File: config.mk
export PLATFORM = sky130hd
export DESIGN_NAME = seq_bus_datapath_flat
export DESIGN_NICKNAME = d
export VERILOG_FILES = /design/src/rtl/seq_bus_datapath_if.sv /design/src/rtl/seq_bus_datapath.sv /design/src/flat_wrapper.sv
export SDC_FILE = /design/constraint.sdc
export NUM_CORES = 2
export LEC_CHECK = 0
export ABC_AREA = 1
export BUFFER_PORTS_ARGS = -buffer_cell sky130_fd_sc_hd__buf_4
export CAP_MARGIN = 20
export CORE_MARGIN = 2
export CORE_UTILIZATION = 59
export CTS_BUF_LIST = sky130_fd_sc_hd__clkbuf_16
export DETAILED_ROUTE_END_ITERATION = 6
export GPL_TIMING_DRIVEN = 1
export PLACE_DENSITY = 0.79
export SLEW_MARGIN = 20
export SYNTH_ARGS = -nofsm -noshare
export SYNTH_HDL_FRONTEND = slang
export SYNTH_SLANG_ARGS = --single-unit
File: constraint.sdc
create_clock -name Clock -period 8.76 [get_ports Clock]
set_input_delay 0.438 -clock Clock [delete_from_list [all_inputs] [get_ports Clock]]
set_output_delay 0.438 -clock Clock [all_outputs]
set_load 0.03 [all_outputs]
File: src/rtl/seq_bus_datapath_if.sv
// seq_bus_datapath_if: control/handshake bundle between a control unit
// (master) and the single-bus datapath (slave).
//   start   : request, sampled only while the datapath is idle
//   op      : 4-bit operation code
//   ra/rb/rc: source A, source B and destination register indices
//   Mdatain : memory read data consumed by LDM
//   busy    : high while an instruction is in flight
//   done    : one-cycle completion pulse
//   err     : valid with done; 1 = illegal op, nothing written
interface seq_bus_datapath_if #(
  parameter int WIDTH = 32,
  parameter int NREGS = 16
);
  localparam int RW = $clog2(NREGS);

  logic             start;
  logic [3:0]       op;
  logic [RW-1:0]    ra;
  logic [RW-1:0]    rb;
  logic [RW-1:0]    rc;
  logic [WIDTH-1:0] Mdatain;
  logic             busy;
  logic             done;
  logic             err;

  modport master (
    output start, op, ra, rb, rc, Mdatain,
    input  busy, done, err
  );

  modport slave (
    input  start, op, ra, rb, rc, Mdatain,
    output busy, done, err
  );
endinterface

File: src/rtl/seq_bus_datapath.sv
// seq_bus_datapath: single internal bus joining NREGS general registers,
// Y, a double-width Z, HI, LO and MDR, driven by an internal T-state
// sequencer so one start pulse runs a whole register-to-register op.
// Ports:
//   Clock    : rising-edge clock
//   Clear    : asynchronous active-low reset
//   ctl      : control/handshake bundle (slave side)
//   bus_out  : current internal bus value
//   hi_out   : HI register
//   lo_out   : LO register
//   dbg_sel  : debug register select
//   dbg_data : combinational read of R[dbg_sel]
module seq_bus_datapath #(
  parameter int WIDTH   = 32,
  parameter int NREGS   = 16,
  parameter bit R0_ZERO = 1'b0
) (
  input  logic                     Clock,
  input  logic                     Clear,
  seq_bus_datapath_if.slave        ctl,
  output logic [WIDTH-1:0]         bus_out,
  output logic [WIDTH-1:0]         hi_out,
  output logic [WIDTH-1:0]         lo_out,
  input  logic [$clog2(NREGS)-1:0] dbg_sel,
  output logic [WIDTH-1:0]         dbg_data
);
  localparam int RW  = $clog2(NREGS);
  localparam int SHW = $clog2(WIDTH);

  localparam logic [3:0] OP_ADD  = 4'd0;
  localparam logic [3:0] OP_SUB  = 4'd1;
  localparam logic [3:0] OP_AND  = 4'd2;
  localparam logic [3:0] OP_OR   = 4'd3;
  localparam logic [3:0] OP_SHL  = 4'd4;
  localparam logic [3:0] OP_SHR  = 4'd5;
  localparam logic [3:0] OP_MUL  = 4'd6;
  localparam logic [3:0] OP_LDM  = 4'd7;
  localparam logic [3:0] OP_MFHI = 4'd8;
  localparam logic [3:0] OP_MFLO = 4'd9;

  typedef enum logic [2:0] {
    S_IDLE, S_TM, S_TA, S_TB, S_TW, S_TH, S_DONE
  } state_e;

  state_e               state_q, state_d;
  logic [3:0]           op_q, op_d;
  logic [RW-1:0]        ra_q, ra_d, rb_q, rb_d, rc_q, rc_d;
  logic [WIDTH-1:0]     regs_q [NREGS];
  logic [WIDTH-1:0]     regs_d [NREGS];
  logic [WIDTH-1:0]     y_q, y_d;
  logic [2*WIDTH-1:0]   z_q, z_d;
  logic [WIDTH-1:0]     hi_q, hi_d, lo_q, lo_d, mdr_q, mdr_d;
  logic                 busy_q, busy_d, done_q, done_d, err_q, err_d;

  logic [WIDTH-1:0]     rd_a, rd_b, bus;
  logic [2*WIDTH-1:0]   alu_res;
  logic                 rc_writable;

  // With R0_ZERO set, R0 is a hardwired zero source and a sink for writes.
  assign rd_a        = (R0_ZERO && ra_q == '0) ? '0 : regs_q[ra_q];
  assign rd_b        = (R0_ZERO && rb_q == '0) ? '0 : regs_q[rb_q];
  assign rc_writable = !(R0_ZERO && rc_q == '0);

  // Bus source per state; MDR is the sole driver while memory data loads.
  always_comb begin
    bus = '0;
    case (state_q)
      S_TA: bus = rd_a;
      S_TB: bus = rd_b;
      S_TM: bus = mdr_q;
      S_TW: begin
        case (op_q)
          OP_LDM:  bus = mdr_q;
          OP_MFHI: bus = hi_q;
          OP_MFLO: bus = lo_q;
          default: bus = z_q[WIDTH-1:0];
        endcase
      end
      S_TH:    bus = z_q[2*WIDTH-1:WIDTH];
      default: bus = '0;
    endcase
  end

  // ALU: Y is operand A, the bus carries operand B during TB. Non-MUL
  // results leave the upper Z half at zero.
  always_comb begin
    alu_res = '0;
    case (op_q)
      OP_ADD: alu_res = {{WIDTH{1'b0}}, y_q + bus};
      OP_SUB: alu_res = {{WIDTH{1'b0}}, y_q - bus};
      OP_AND: alu_res = {{WIDTH{1'b0}}, y_q & bus};
      OP_OR:  alu_res = {{WIDTH{1'b0}}, y_q | bus};
      OP_SHL: alu_res = {{WIDTH{1'b0}}, y_q << bus[SHW-1:0]};
      OP_SHR: alu_res = {{WIDTH{1'b0}}, y_q >> bus[SHW-1:0]};
      OP_MUL: alu_res = {{WIDTH{1'b0}}, y_q} * {{WIDTH{1'b0}}, bus};
      default: alu_res = '0;
    endcase
  end

  always_comb begin
    // NOTE: every _d takes its _q value first so no path leaves a variable
    // unassigned; without these defaults synthesis would infer latches.
    state_d = state_q;
    op_d    = op_q;
    ra_d    = ra_q;
    rb_d    = rb_q;
    rc_d    = rc_q;
    regs_d  = regs_q;
    y_d     = y_q;
    z_d     = z_q;
    hi_d    = hi_q;
    lo_d    = lo_q;
    mdr_d   = mdr_q;

    case (state_q)
      S_IDLE: begin
        if (ctl.start) begin
          op_d = ctl.op;
          ra_d = ctl.ra;
          rb_d = ctl.rb;
          rc_d = ctl.rc;
          case (ctl.op)
            OP_ADD, OP_SUB, OP_AND, OP_OR,
            OP_SHL, OP_SHR, OP_MUL:  state_d = S_TA;
            OP_LDM:                  state_d = S_TM;
            OP_MFHI, OP_MFLO:        state_d = S_TW;
            default:                 state_d = S_DONE;
          endcase
        end
      end
      S_TA: begin
        y_d     = bus;
        state_d = S_TB;
      end
      S_TB: begin
        z_d     = alu_res;
        state_d = S_TW;
      end
      S_TM: begin
        mdr_d   = ctl.Mdatain;
        state_d = S_TW;
      end
      S_TW: begin
        if (op_q == OP_MUL) begin
          lo_d    = bus;
          state_d = S_TH;
        end else begin
          if (rc_writable) regs_d[rc_q] = bus;
          state_d = S_DONE;
        end
      end
      S_TH: begin
        hi_d    = bus;
        state_d = S_DONE;
      end
      default: state_d = S_IDLE;
    endcase

    // Status outputs are registered: computed from the next state.
    busy_d = (state_d != S_IDLE);
    done_d = (state_d == S_DONE);
    err_d  = (state_d == S_DONE) && (op_d > OP_MFLO);
  end

  always_ff @(posedge Clock or negedge Clear) begin
    if (!Clear) begin
      state_q <= S_IDLE;
      op_q    <= '0;
      ra_q    <= '0;
      rb_q    <= '0;
      rc_q    <= '0;
      // NOTE: the register file must power up cleared, so it is built from
      // resettable flops rather than a RAM macro.
      for (int i = 0; i < NREGS; i++) regs_q[i] <= '0;
      y_q     <= '0;
      z_q     <= '0;
      hi_q    <= '0;
      lo_q    <= '0;
      mdr_q   <= '0;
      busy_q  <= 1'b0;
      done_q  <= 1'b0;
      err_q   <= 1'b0;
    end else begin
      // NOTE: non-blocking assignments so every flop samples pre-edge values.
      state_q <= state_d;
      op_q    <= op_d;
      ra_q    <= ra_d;
      rb_q    <= rb_d;
      rc_q    <= rc_d;
      regs_q  <= regs_d;
      y_q     <= y_d;
      z_q     <= z_d;
      hi_q    <= hi_d;
      lo_q    <= lo_d;
      mdr_q   <= mdr_d;
      busy_q  <= busy_d;
      done_q  <= done_d;
      err_q   <= err_d;
    end
  end

  assign ctl.busy = busy_q;
  assign ctl.done = done_q;
  assign ctl.err  = err_q;
  assign bus_out  = bus;
  assign hi_out   = hi_q;
  assign lo_out   = lo_q;
  assign dbg_data = (R0_ZERO && dbg_sel == '0) ? '0 : regs_q[dbg_sel];
endmodule

File: src/flat_wrapper.sv
// flat-port wrapper written by rule: the top's interface ports become plain ports
module seq_bus_datapath_flat 
#(
  parameter int WIDTH   = 32,
  parameter int NREGS   = 16,
  parameter bit R0_ZERO = 1'b0
)
  (Clock, Clear, bus_out, hi_out, lo_out, dbg_sel, dbg_data, ctl_start, ctl_op, ctl_ra, ctl_rb, ctl_rc, ctl_Mdatain, ctl_busy, ctl_done, ctl_err);
  seq_bus_datapath_if #(.WIDTH(WIDTH), .NREGS(NREGS)) ctl_i ();
  input  logic Clock;
  input  logic Clear;
  output logic [WIDTH-1:0] bus_out;
  output logic [WIDTH-1:0] hi_out;
  output logic [WIDTH-1:0] lo_out;
  input  logic [$clog2(NREGS)-1:0] dbg_sel;
  output logic [WIDTH-1:0] dbg_data;
  input wire logic [$bits(ctl_i.start)-1:0] ctl_start;
  input wire logic [$bits(ctl_i.op)-1:0] ctl_op;
  input wire logic [$bits(ctl_i.ra)-1:0] ctl_ra;
  input wire logic [$bits(ctl_i.rb)-1:0] ctl_rb;
  input wire logic [$bits(ctl_i.rc)-1:0] ctl_rc;
  input wire logic [$bits(ctl_i.Mdatain)-1:0] ctl_Mdatain;
  output wire logic [$bits(ctl_i.busy)-1:0] ctl_busy;
  output wire logic [$bits(ctl_i.done)-1:0] ctl_done;
  output wire logic [$bits(ctl_i.err)-1:0] ctl_err;
  assign ctl_i.start = ctl_start;
  assign ctl_i.op = ctl_op;
  assign ctl_i.ra = ctl_ra;
  assign ctl_i.rb = ctl_rb;
  assign ctl_i.rc = ctl_rc;
  assign ctl_i.Mdatain = ctl_Mdatain;
  assign ctl_busy = ctl_i.busy;
  assign ctl_done = ctl_i.done;
  assign ctl_err = ctl_i.err;
  seq_bus_datapath #(.WIDTH(WIDTH), .NREGS(NREGS), .R0_ZERO(R0_ZERO)) u_core (.Clock(Clock), .Clear(Clear), .ctl(ctl_i), .bus_out(bus_out), .hi_out(hi_out), .lo_out(lo_out), .dbg_sel(dbg_sel), .dbg_data(dbg_data));
endmodule
==> reports/metrics.sh <==
ARRIVAL_NS=9.59
FINALNETCOUNT=13900
CRITICAL_PATH.MOST_COMMON_CELL='fa_1'
GR-USAGE-MET1_PCT=66.2
MAPPEDNETLISTAREA_MM2=0.0842
MULTI_INPUT_COMB_AREA_MM2=0.0565
H-TREE-DEPTH=3
GLOBALPLACE.CONGESTION=1.09
CTS_INSERTED_BUFFERS=82
TRACK_USAGE_PCT=49.8
CRITPATHMAXSTAGEDELAY_NS=0.59
POST-ROUTE-WORST-SETUP-SLACK_NS=-0.219
SETUP.WORST_PATH.START_CLASS='flop'
SYN2LAYOUT_AREA_GROWTH_PCT=18.2
YOSYS_REGISTER_BITS=726
YS_SEQ_AREA_SHARE_PCT=21.6
POST_ROUTE_CELLS_DRIVE_ABOVE_1_SHARE_PCT=13.8
SYNTH.AREA.TOP_CELLS='dfrtp_1, fa_1, nand2_1, inv_1, o21ai_0'
DRT_FIRST_PASS_ITERS=7
FP.DIEAREA_MM2=0.146
FINALMAXSLEWVIOLATIONS=0
RR_WORST_DEPTH=41
SYNTH.YOSYS.WARNINGS=0
INSERTION_DELAY_NS=0.72
SYN-NUM-NETS=13500
TRITONCTS_CLOCK_TREE='yes'
END_KIND='flop'
GRT-OVFL-TOTAL=0
FLOORPLAN.CORE_AREA_MM2=0.142
SHARE_OF_THE_CLOCK_PERIOD_USED_BY_THE_WORST_PATH_PCT=103
STATUS='complete, but fails checks'
SYNTH.LIB_CELLS_USED.DISTINCT=54
MET3_DEMAND_TO_CAPACITY_SHARE_IN_GLOBAL_ROUTING_PCT=17.3
HOLD_VIOLATIONS=0
CRITPATHSLOWESTCELL='fa_2'
ROUTED_WIRE_LENGTH_PER_INSTANCE_UM=25.7
GRT_ANTENNA_BEFORE_REPAIR=17
MIN_PATH_CELLS=3
DIE_W_UM=382
TRITONCTS_NUM_SINKS=726
RSZ0062_AT_GRT='yes'
FLOORPLAN.INITIALDENSITY_PCT=59.5
GRT_PASS1_WL_UM=544000
DP_HPWL_UM=269000
WORSTPATHREQUIRED_NS=9.37
CRIT_PATH_MAX_FANOUT=8
IO-PIN-COUNT=186
ROUTED_WL_UM=376000
VIOLATIONS='design-rule violations, negative setup slack'
GRT_MAX_DEGREE=195
TIMING.HOLD.WORST.CLASS='input port to flop'
WORST_SLEW_PIN_SLEW_NS=1.24
DR.FIRST_ITER.DRC_COUNT=15100
CTSROOTBUFFERMASTER='clkbuf_16'
FILLERINSTANCES=11300
SYNTH_TOP_AREA_CELL='dfrtp_1'
CRITICAL_PATH_CLASS='flop to flop'
FINCLKSKEW_NS=0.0580
PERIOD_NEEDED_NS=8.98
YS_DOMINANT_REG_CELL='dfrtp_1'
POST_SYNTH_INST_COUNT=12200
SYNTHARSTFLOPSHARE_PCT=100
COUNT_OF_FLIP_FLOPS_WITH_A_BUILT_IN_ENABLE_AFTER_SYNTHESIS=0
GLOBAL_ROUTE.USAGE.MET2_PCT=69.3
CLOCK_TREE.BUFFER_DEPTH=3
SYNTH_TOP_AREA_SHARE_PCT=21.6
ROUTE.ANTENNA.REMAINING_NETS=0
ROUTED_VIA_DENSITY=6.21
TIMING.MAX_CAP.VIOLATIONS=0
GRT_PASS1_VIAS=86900
FINALSETUPVIOLATIONS=13
TIMING.SLEW.HEADROOM_PCT=17.5
ROUTE.DETAILED.DRC=49
NUM_VIAS=90700
BUSIEST_LAYER='met2'
POST_SYNTH.CELL_AREA_AVG_UM2=6.90
COUNT_OF_STANDARD_CELL_ROWS=138
BUFFER_PORTS.INSERTED=185
FIN_WORST_HOLD_SLACK_NS=0.0126
DIE_HEIGHT_UM=382
FINAL-SEQ-AREA_MM2=0.0182
CLKTRANSATPATHREGS_NS=0.07
CLOCK.FMAX_MHz=111
worst max-delay path, delay by kind of cell (launching register included):
kind	cells	cell delay [ns]
fa+ha+maj	9	4.45
buf+inv	14	1.71
simple gates	14	1.65
flops	1	0.57
compound gates	4	0.47
Yosys cell counts (23+ instances only):
master    instances
clkbuf_1        417
dfrtp_1         726
nand2_1        3530
o21ai_0        1294
fa_1            897
a31oi_1          24
buf_1           158
nor2_1          494
nor3_1           28
buf_4            31
o21a_1           44
nand4_1          32
o221ai_1         49
nand3_1         775
inv_1          2198
o21ai_1          53
a21oi_1         554
xor2_1           44
ha_1            298
inv_2            23
buf_2           211
o211ai_1        181
layout make-up:
type / instances / share of cell area [%]
flip-flops and latches: 726 / 18.3
clock inverters: 67 / 0.564
inverters: 2227 / 8.43
clock buffers: 83 / 2.09
well taps: 1890 / 2.38
repair buffers: 1181 / 11.5
multi-input cells: 8437 / 56.8
diodes: 9 / 0.0226
metrics by stage:
stage	util, %	setup TNS (ns)	std cells	setup slack [ns]	instance area (um2)
after detailed placement	65.3	-28.51	14300	-1.20	92400
after floorplan	-	0	12200	0.319	84200
after global placement	65.2	-21.49	14300	-1.09	92300
final	70.3	-1.23	14600	-0.219	99500
after CTS	67.7	-0.0488	14500	-0.0414	95900
after global routing	70.3	-7.39	14600	-0.376	99500
cells in the final DEF, fill, tap and decap left out, drive strengths merged, types with 6 or more instances in the layout:
cell type	netlist	routed
nand2	3533	3533
o22ai	11	11
nor4	7	7
nor3	29	29
o21ai	1348	1348
o21bai	6	6
xor2	44	44
a31oi	24	24
o2111ai	10	10
o31ai	6	6
clkbuf	417	105
o211ai	181	181
inv	2222	2239
clkinv	5	44
bufinv	0	7
a21oi	554	554
a211oi	7	7
diode	0	9
dfrtp	726	726
buf	402	1124
o221ai	49	49
fa	897	897
or2	14	14
dlygate4sd3	0	34
nor2	514	514
xnor2	12	12
a21o	13	13
ha	298	298
nand3	781	782
o21a	44	44
nand4	32	32
path summary, 6_finish.rpt:
kind	start	to	slack [ns]
min reg2reg	u_core.z_q[19]	u_core.z_q[19]	0.48
min	ctl_ra[3]	u_core.ra_q[3]	0.01
min in group asynchronous	Clear	u_core.rc_q[2]	0.31
max reg2reg	u_core.rb_q[0]	u_core.z_q[63]	-0.22
max in group asynchronous	Clear	u_core.regs_q[252]	6.18
max	u_core.rb_q[0]	u_core.z_q[63]	-0.22
registers in the layout (all words and copies together) (netlist names):
signal,count
u_core.op_q,4
u_core.ctl.busy,1
u_core.ra_q,4
u_core.lo_out,32
u_core.z_q,64
u_core.ctl.err,1
u_core.mdr_q,32
u_core.ctl.done,1
u_core.hi_out,32
u_core.rb_q,4
u_core.state_q,3
u_core.y_q,32
u_core.rc_q,4
u_core.regs_q,512
layer usage:
layer	part of all wire, %	vias up
met2	40	7453
li1	-	38600
met1	36	42800
met3	16	1865
met4	8.6	14
met5	0.025	-
timing repair:
| action | in CTS | in global routing |
|---|---|---|
| resized for setup | 63 | 629 |
| setup endpoints to repair | 51 | 54 |
| hold buffers | 34 | 0 |
| pin swaps | 9 | 223 |
| hold endpoints to repair | 115 | 0 |
| cloned | 4 | 21 |
| buffers inserted | 15 | 89 |
logic make-up after synthesis:
kind of cell,count (synthesis),synth area share [%]
XOR/XNOR,56,0.582
buffers and inverters,3046,14.1
adder cells (fa/ha/maj),1195,25.7
flip-flops,726,21.6
AND/OR/NAND/NOR,4918,23.4
AO/OA/AOI/OAI,2266,14.6
multiplexers,1,0.0119
Power is left out: the tool's default activity adds up to more than one toggle a clock period on the data nets, which glitch-free logic cannot reach.
